## src/rtl/drr_req_gen_pkg.sv

```systemverilog
// Shared defaults and FSM state encoding for the DRR request generator.
// No logic; imported by the generator and its divider.
package drr_req_gen_pkg;

    localparam int DFLT_CLASS_WIDTH   = 5;
    localparam int DFLT_WEIGHT_WIDTH  = 16;
    localparam int DFLT_PKT_WIDTH     = 16;
    localparam int DFLT_DEFAULT_WEIGHT = 1500;

    localparam logic [1:0] IDLE   = 2'd0;
    localparam logic [1:0] LOOKUP = 2'd1;
    localparam logic [1:0] DIV    = 2'd2;
    localparam logic [1:0] EMIT   = 2'd3;

    typedef enum logic [1:0] {
        ST_IDLE   = IDLE,
        ST_LOOKUP = LOOKUP,
        ST_DIV    = DIV,
        ST_EMIT   = EMIT
    } state_t;

endpackage

```

## src/rtl/drr_req_gen_div.sv

```systemverilog
// Sequential restoring divider, one quotient bit per cycle, MSB first.
// Latency: DVD_WIDTH cycles after start; done is high during the final step.
// No backpressure: start restarts the divider, quotient/remainder are valid while done.
module seq_restoring_div
    import drr_req_gen_pkg::*;
#(
    parameter int DVD_WIDTH = DFLT_PKT_WIDTH,
    parameter int DVS_WIDTH = DFLT_WEIGHT_WIDTH
) (
    input  logic                 clk,
    input  logic                 rst,
    input  logic                 start,
    input  logic [DVD_WIDTH-1:0] dividend,
    input  logic [DVS_WIDTH-1:0] divisor,
    output logic                 done,
    output logic [DVD_WIDTH-1:0] quotient,
    output logic [DVS_WIDTH-1:0] remainder
);

    localparam int CNT_WIDTH = (DVD_WIDTH > 1) ? $clog2(DVD_WIDTH) : 1;

    logic                 busy;
    logic [CNT_WIDTH-1:0] cnt;
    logic [DVD_WIDTH-1:0] dvd_q;
    logic [DVS_WIDTH-1:0] dvs_q;
    logic [DVS_WIDTH-1:0] rem_q;
    logic [DVS_WIDTH:0]   shifted;
    logic                 ge;

    // quotient bits shift into the dividend register as its bits are consumed
    always_comb begin
        shifted   = {rem_q, dvd_q[DVD_WIDTH-1]};
        ge        = (shifted >= {1'b0, dvs_q});
        remainder = ge ? DVS_WIDTH'(shifted - {1'b0, dvs_q}) : shifted[DVS_WIDTH-1:0];
        quotient  = {dvd_q[DVD_WIDTH-2:0], ge};
    end

    assign done = busy && (cnt == '0);

    always_ff @(posedge clk) begin
        if (rst) begin
            busy  <= 1'b0;
            cnt   <= '0;
            dvd_q <= '0;
            dvs_q <= '0;
            rem_q <= '0;
        end else if (start) begin
            busy  <= 1'b1;
            cnt   <= CNT_WIDTH'(DVD_WIDTH - 1);
            dvd_q <= dividend;
            dvs_q <= divisor;
            rem_q <= '0;
        end else if (busy) begin
            dvd_q <= quotient;
            rem_q <= remainder;
            cnt   <= cnt - CNT_WIDTH'(1);
            if (cnt == '0)
                busy <= 1'b0;
        end
    end

endmodule

```

## src/rtl/drr_req_gen.sv

```systemverilog
// DRR request generator: weight lookup + pkt_len/weight divide; DRR_REQ_GEN_STATS_EN adds request counters.
// Latency: req_valid PKT_WIDTH+2 cycles after the descriptor handshake (2 cycles for a zero weight).
// Backpressure: pkt_ready low from handshake until the request has been emitted; no buffering.
module drr_req_gen
    import drr_req_gen_pkg::*;
#(
    parameter int CLASS_WIDTH    = DFLT_CLASS_WIDTH,
    parameter int WEIGHT_WIDTH   = DFLT_WEIGHT_WIDTH,
    parameter int PKT_WIDTH      = DFLT_PKT_WIDTH,
    parameter int DEFAULT_WEIGHT = DFLT_DEFAULT_WEIGHT
) (
    input  logic                    clk,
    input  logic                    rst,
    input  logic                    pkt_valid,
    output logic                    pkt_ready,
    input  logic [CLASS_WIDTH-1:0]  pkt_class_id,
    input  logic [PKT_WIDTH-1:0]    pkt_len,
    input  logic                    cfg_wr_en,
    input  logic [CLASS_WIDTH-1:0]  cfg_class_id,
    input  logic [WEIGHT_WIDTH-1:0] cfg_weight,
    output logic                    req_valid,
    output logic [CLASS_WIDTH-1:0]  req_class_id,
    output logic [WEIGHT_WIDTH-1:0] req_class_weight,
    output logic [WEIGHT_WIDTH-1:0] req_div_quotient,
    output logic [WEIGHT_WIDTH-1:0] req_div_remain
`ifdef DRR_REQ_GEN_STATS_EN
    ,
    output logic [31:0]             stat_req_cnt,
    output logic [31:0]             stat_zero_wt_cnt
`endif
);

    localparam int TBL_DEPTH = 2 ** CLASS_WIDTH;

    typedef struct packed {
        logic [CLASS_WIDTH-1:0] class_id;
        logic [PKT_WIDTH-1:0]   len;
    } desc_t;

    state_t                  state;
    desc_t                   desc_q;
    logic [WEIGHT_WIDTH-1:0] wt_tbl [TBL_DEPTH];
    logic [WEIGHT_WIDTH-1:0] lookup_wt;
    logic [WEIGHT_WIDTH-1:0] wt_q;
    logic                    div_start;
    logic                    div_done;
    logic [PKT_WIDTH-1:0]    div_quo;
    logic [WEIGHT_WIDTH-1:0] div_rem;

    assign lookup_wt = wt_tbl[desc_q.class_id];
    // a zero divisor never starts the divider; the FSM jumps straight to EMIT
    assign div_start = (state == ST_LOOKUP) && (lookup_wt != '0);

    seq_restoring_div #(
        .DVD_WIDTH (PKT_WIDTH),
        .DVS_WIDTH (WEIGHT_WIDTH)
    ) u_div (
        .clk       (clk),
        .rst       (rst),
        .start     (div_start),
        .dividend  (desc_q.len),
        .divisor   (lookup_wt),
        .done      (div_done),
        .quotient  (div_quo),
        .remainder (div_rem)
    );

    always_ff @(posedge clk) begin
        if (rst) begin
            state            <= ST_IDLE;
            pkt_ready        <= 1'b1;
            desc_q           <= '0;
            wt_q             <= '0;
            req_valid        <= 1'b0;
            req_class_id     <= '0;
            req_class_weight <= '0;
            req_div_quotient <= '0;
            req_div_remain   <= '0;
            for (int i = 0; i < TBL_DEPTH; i++)
                wt_tbl[i] <= WEIGHT_WIDTH'(DEFAULT_WEIGHT);
        end else begin
            // a write coinciding with LOOKUP lands after the read, so LOOKUP sees the old entry
            if (cfg_wr_en)
                wt_tbl[cfg_class_id] <= cfg_weight;
            req_valid <= 1'b0;
            case (state)
                ST_IDLE: begin
                    if (pkt_valid) begin
                        desc_q    <= '{class_id: pkt_class_id, len: pkt_len};
                        pkt_ready <= 1'b0;
                        state     <= ST_LOOKUP;
                    end
                end
                ST_LOOKUP: begin
                    wt_q <= lookup_wt;
                    if (lookup_wt == '0) begin
                        req_valid        <= 1'b1;
                        req_class_id     <= desc_q.class_id;
                        req_class_weight <= '0;
                        req_div_quotient <= '1;
                        req_div_remain   <= '0;
                        state            <= ST_EMIT;
                    end else begin
                        state <= ST_DIV;
                    end
                end
                ST_DIV: begin
                    if (div_done) begin
                        req_valid        <= 1'b1;
                        req_class_id     <= desc_q.class_id;
                        req_class_weight <= wt_q;
                        req_div_quotient <= WEIGHT_WIDTH'(div_quo);
                        req_div_remain   <= div_rem;
                        state            <= ST_EMIT;
                    end
                end
                ST_EMIT: begin
                    pkt_ready <= 1'b1;
                    state     <= ST_IDLE;
                end
                default: begin
                    pkt_ready <= 1'b1;
                    state     <= ST_IDLE;
                end
            endcase
        end
    end

`ifdef DRR_REQ_GEN_STATS_EN
    always_ff @(posedge clk) begin
        if (rst) begin
            stat_req_cnt     <= '0;
            stat_zero_wt_cnt <= '0;
        end else if (req_valid) begin
            stat_req_cnt <= stat_req_cnt + 32'd1;
            if (req_class_weight == '0)
                stat_zero_wt_cnt <= stat_zero_wt_cnt + 32'd1;
        end
    end
`endif

endmodule

```

## config.mk

```make
export PLATFORM = sky130hd
export DESIGN_NAME = drr_req_gen
export DESIGN_NICKNAME = d
export VERILOG_FILES = /design/src/rtl/drr_req_gen_pkg.sv /design/src/rtl/drr_req_gen_div.sv /design/src/rtl/drr_req_gen.sv
export SDC_FILE = /design/constraint.sdc
export NUM_CORES = 1
export LEC_CHECK = 0
export ABC_AREA = 1
export CAP_MARGIN = 5
export CELL_PAD_IN_SITES_DETAIL_PLACEMENT = 1
export CELL_PAD_IN_SITES_GLOBAL_PLACEMENT = 2
export CORE_MARGIN = 5
export CORE_UTILIZATION = 42
export CTS_CLUSTER_DIAMETER = 30
export DETAILED_ROUTE_END_ITERATION = 10
export PLACE_DENSITY_LB_ADDON = 0.1
export SLEW_MARGIN = 20
export SYNTH_ARGS = -nofsm -noshare
export SYNTH_HDL_FRONTEND = slang
export SYNTH_SLANG_ARGS = --single-unit
```

## constraint.sdc

```tcl
create_clock -name clk -period 7.6 [get_ports clk]
set_input_delay 1.14 -clock clk [delete_from_list [all_inputs] [get_ports clk]]
set_output_delay 1.14 -clock clk [all_outputs]
set_load 0.03 [all_outputs]
```

# Yosys cells after proc, flatten, opt, wreduce, memory -nomap -nowiden
# Memory sizes are Yosys's and may differ from the RTL's. A register that Yosys moved wholly into a read port is not among the register bits.
# Cells that the tools add are included.
[op_classes]
n_addsub = 2
mul = 0
div = 0
n_lt_le_gt_ge = 1
eq_ne = 6
shifts = 0
mux = 38
bitwise_logic = 0
reduce_logical = 15
[ops]
columns = ["operator", "n"]
rows = [
  ["$mux W16", 9],
  ["$pmux W16 S2", 3],
  ["$mux W5", 5],
  ["$ge A17 B16 Y1", 1],
  ["$logic_not A16 Y1", 1],
  ["$reduce_bool A16 Y1", 1],
  ["$reduce_or A16 Y1", 1],
  ["$sub A16 B16 Y16", 1],
  ["$mux W1", 13],
  ["$pmux W5 S2", 1],
  ["$mux W4", 2],
  ["$pmux W2 S4", 1],
  ["$reduce_and A2 Y1", 3],
  ["$reduce_bool A2 Y1", 3],
  ["$eq A2 B2 Y1 const B", 2],
  ["$logic_not A4 Y1", 1],
  ["$mux W2", 2],
  ["$ne A2 B2 Y1 const B", 2],
  ["$pmux W1 S2", 2],
  ["$sub A4 B1 Y4 const B", 1],
  ["$reduce_and A3 Y1", 1],
  ["$eq A2 B1 Y1 const B", 1],
  ["$logic_and A1 B1 Y1", 2],
  ["$logic_not A2 Y1", 1],
  ["2 further kinds", 2],
]
[word_totals]
regBits = 147
latch_bits = 0
mem_bits_rw = 512
mem_bits_ro = 0
input_bits = 46
wordCells = 78
mem_count = 1
[mem_list]
columns = ["memory", "depth", "width", "read_ports", "rd_clocked_by_memory_dff", "wr", "line_no", "rtl"]
rows = [
  ["wt_tbl", 32, 16, 1, 1, 32, "drr_req_gen.sv:42", "logic [WEIGHT_WIDTH-1:0] wt_tbl [TBL_DEPTH];"],
]

# Depth between registers and ports, before layout
[depth]
depth_word = 5
ltp_mapped = 22
ltp_nobuf = 18

# Hierarchy
# A second synthesis with hierarchy kept.
[unflattened]
hier_cells = 3570
hier_area_um2 = 30969.7
[by_module_without_submodules]
columns = ["mod", "instances", "cells_per_inst", "area_each_um2", "seq_area_each_um2"]
rows = [
  ["drr_req_gen", 1, 3001, 27371.3, 17356.6],
  ["seq_restoring_div", 1, 569, 3598.5, 1061.0],
]

# Worst setup path after synthesis
# No wires, ideal clock.
[synth_timing]
kind = "input-to-reg"
startpoint = "in rst"
endpoint = "mem wt_tbl[12][0] in the netlist's numbering, enable pin"
setup_ns = 0.372
t_arrival_ns = 2.642
path_slack_ns = 4.586
cell_stages = 7
n_path_buf = 0
path_cell_list = "inv_2 -> nand2_1 -> nor2_1 -> nand2_1 -> nor2_1 -> clkinv_1 -> nand2_1"
[synth_lines]
columns = ["element", "line_no", "rtl"]
rows = [
  ["start, declared", "drr_req_gen.sv:13", "input logic rst,"],
  ["end, declared", "drr_req_gen.sv:42", ""],
]

==> out/results.ini <==
[run_status]
status = finished clean

[power]
pwr_density_cell_mw_per_mm2 = 434.7
swShare_pct = 36.33
netSwitchingPower_uw = 5866
peakVddDrop_v = 0.0005140
p_seq_share_pct = 28.3
pwr-share-comb_pct = 29.8
power.leakage_uw = 0.01461
power_frac_clock_pct = 41.9
intPower_uw = 10280

[global_route]
grt_max_degree = 111
grt_pass1_vias = 26375
grt.overflow.total = 0
grt_util_all_layers_pct = 25.75
antenna_found_initial = 0
grt_pass1_wl_um = 155000

[clock_network]
postCtsSetupBuffers = 0
cts_sinks = 664
htreeDepth = 4
tritoncts = built
cts_resized = 0
cts-root-buf = clkbuf_16
numCtsBuffers = 155
ctsLongestPathBuffers = 3
clkLatencyLatePin_ns = 0.72
clk_pin_slew_ns = 0.05
ctsHoldBuffers = 0

[synth]
ys_ff_latch = 664
syn_area_per_cell_sq_um = 8.827
async_flop_share_pct = 0
synthCells = 3425
synth_top_area_share_pct = 50.85
mappedNetlistNets = 3494
syn_area_sq_mm = 0.03023
yosysUniqueCellTypes = 32
synth_top_cells_by_count = nand2_1, edfxtp_1, nor2_1, nand3_1, dfxtp_1
yosys.area.top_type = edfxtp_1
synth_most_common_cell = nand2_1
ys_seq_area_share_pct = 60.92
synthFlopType = edfxtp_1
yosys_warnings = 0
synth-edff-count = 512
synthTopCellsByArea = edfxtp_1, nand2_1, dfxtp_1, nand3_1, nor2_1

[layout]
n_antenna_cell = 0
post_route_cells_drive_above_1_share_pct = 8.849
area_delta_synth_final_pct = 22.84
instances_no_fill = 4600
fin_nets = 3590

[worst_setup_path]
crit_buf_inv = 4
rrSetupSlack_ns = 2.33
timing.rr.end = u_div.dvd_q[9]
cpMostUsedCell = nand2_1
startpoint_type = flop
endpoint = u_div.dvd_q[9]
critPathTopFamily = buffers and inverters
crit_type = reg2reg
r2r_cells = 19
cp.required_ns = 8.19
cp_max_fo = 110
end_kind = flop
arrival_ns = 5.87
critical-path-slowest-cell = dfxtp_4
cp_num_cells = 19
critPathMaxStageDelay_ns = 0.81
path_cells = inv_6 > buf_4 > nand2_1 > nand3_1 > nand3_1 > nand2_1 > nand2_1 > nand2_1 > nand2_1 > nand2_1 > nor2_1 > nand2_1 > nor2_1 > nand2_2 > nand2_4 > buf_4 > inv_1 > o21ai_0 > nor2_1

[worst_hold_path]
holdCritPathClass = reg2reg

[timing]
finClkSkew_ns = 0.02587
fin_setup_tns_ns = 0
period_needed_ns = 5.274
setup_viol = 0
relSlewSlack_pct = 24.89
finalCritPeriodShare_pct = 69.40
rsz0062_at_grt = no
drv_slew = 0
fmax_ghz = 0.1896
finalHoldViolCount = 0
worstMarginPinSlew_ns = 1.127

[placed_design]
placed_cells = 4314
post-dp-hpwl_um = 62010
io_buffers = 100
routabilityCongestion = 0.8313

[route]
routedWlPerCell_um = 22.05
first_iter_violations = 1566
vias = 24818
ant_nets = 0
totalWireLength_um = 101400
drc = 0
dr.pass1.iters = 5
vias_per_cell = 5.395

[run]
cap_violations = 0

[die]
die_h_um = 278.3
pin_count = 101
start_util_pct = 42.29
num_rows = 98
dieArea_sq_mm = 0.07745
fp.coreArea_sq_mm = 0.07149
die_x_um = 278.3

through the flow:
stage          worst slack [ns]  util (%)  hold slack, ns  power [uW]  cell area (sq um)
6_report                  2.326     51.95          0.4594       16150              37140
4_1_cts                   2.328     51.95          0.4619       16270              37140
3_5_place_dp              2.351     44.44          0.4547        9455              31770
3_3_place_gp              2.410     44.44          0.4484        9359              31770
5_1_grt                   1.759     51.95          0.4825       17020              37140
2_1_floorplan             4.586         -          0.4301        7881              30230
worst min-delay path, cell delays in order (launching register included):
cell and delay [ns]:
dfxtp_1 0.31, nor2_1 0.05, nor2_1 0.06
flip-flops by register name, indices dropped and copies added, names as in the netlist, named ones only:
register	cells
state	2
u_div.busy	1
u_div.dvs_q	16
wt_tbl	512
desc_q	21
u_div.rem_q	16
req_div_remain	16
req_class_id	5
req_class_weight	16
u_div.cnt	4
wt_q	16
u_div.dvd_q	16
req_div_quotient	16
pkt_ready	1
req_valid	1
cell type report:
class / count / area, sq um
clock buffer: 185 / 4168
clock inverter: 101 / 1204
tap: 950 / 1189
fill: 8175 / 34350
inverter: 135 / 519.2
sequential: 664 / 18430
multi-input combinational: 2412 / 10240
timing repair buffer: 153 / 1394
power groups by stage:
stage / clock network (uW) / logic [uW] / registers, uW
6_report: 6770 / 4810 / 4570
5_1_grt: 7060 / 5350 / 4610
4_1_cts: 6840 / 4870 / 4570
3_5_place_dp: 0 / 4830 / 4620
3_3_place_gp: 0 / 4750 / 4610
2_1_floorplan: 0 / 3280 / 4600
layer usage:
| metal | global-route usage [%] | up-vias | wire length (um) |
|---|---|---|---|
| li1 | - | 11542 | - |
| met1 | 30.76 | 12477 | 41000 |
| met2 | 46.77 | 607 | 52570 |
| met3 | 4.630 | 192 | 4776 |
| met4 | 8.951 | 0 | 3098 |
| met5 | 0 | - | 0 |
how the worst min path moves through the flow:
stage	end	start	slack [ns]	cells past startpoint
floorplan	desc_q[0]	desc_q[0]	0.43	2
global placement	req_div_remain[6]	req_div_remain[6]	0.45	2
detailed placement	req_div_remain[3]	req_div_remain[3]	0.45	2
CTS	req_div_remain[3]	req_div_remain[3]	0.46	2
global route	u_div.dvs_q[13]	u_div.dvs_q[13]	0.48	2
finish	req_div_quotient[1]	req_div_quotient[1]	0.46	2
logic make-up after synthesis:
family                     after synthesis  synth area share (%)
and+or+nand+nor                       2192                 29.37
DFF                                    664                 60.92
buffers and inverters                  349                 5.231
AOI/OAI and AO/OA                      185                 3.162
adders and majority gates               23                0.9766
xor gates and xnor gates                12                0.3477
cell usage in the layout (no fill, tap or decap), types with 53 or more instances in the layout:
master	synthesis	routed
a21oi_1	96	96
nand3_1	478	478
o21ai_0	76	76
nand2_1	1195	1195
nor2_1	500	499
inv_1	97	92
clkinv_1	34	55
dfxtp_1	152	148
clkbuf_16	0	160
buf_4	9	53
clkdlybuf4s50_1	0	99
edfxtp_1	512	512
(Power assumes the default switching activity.)
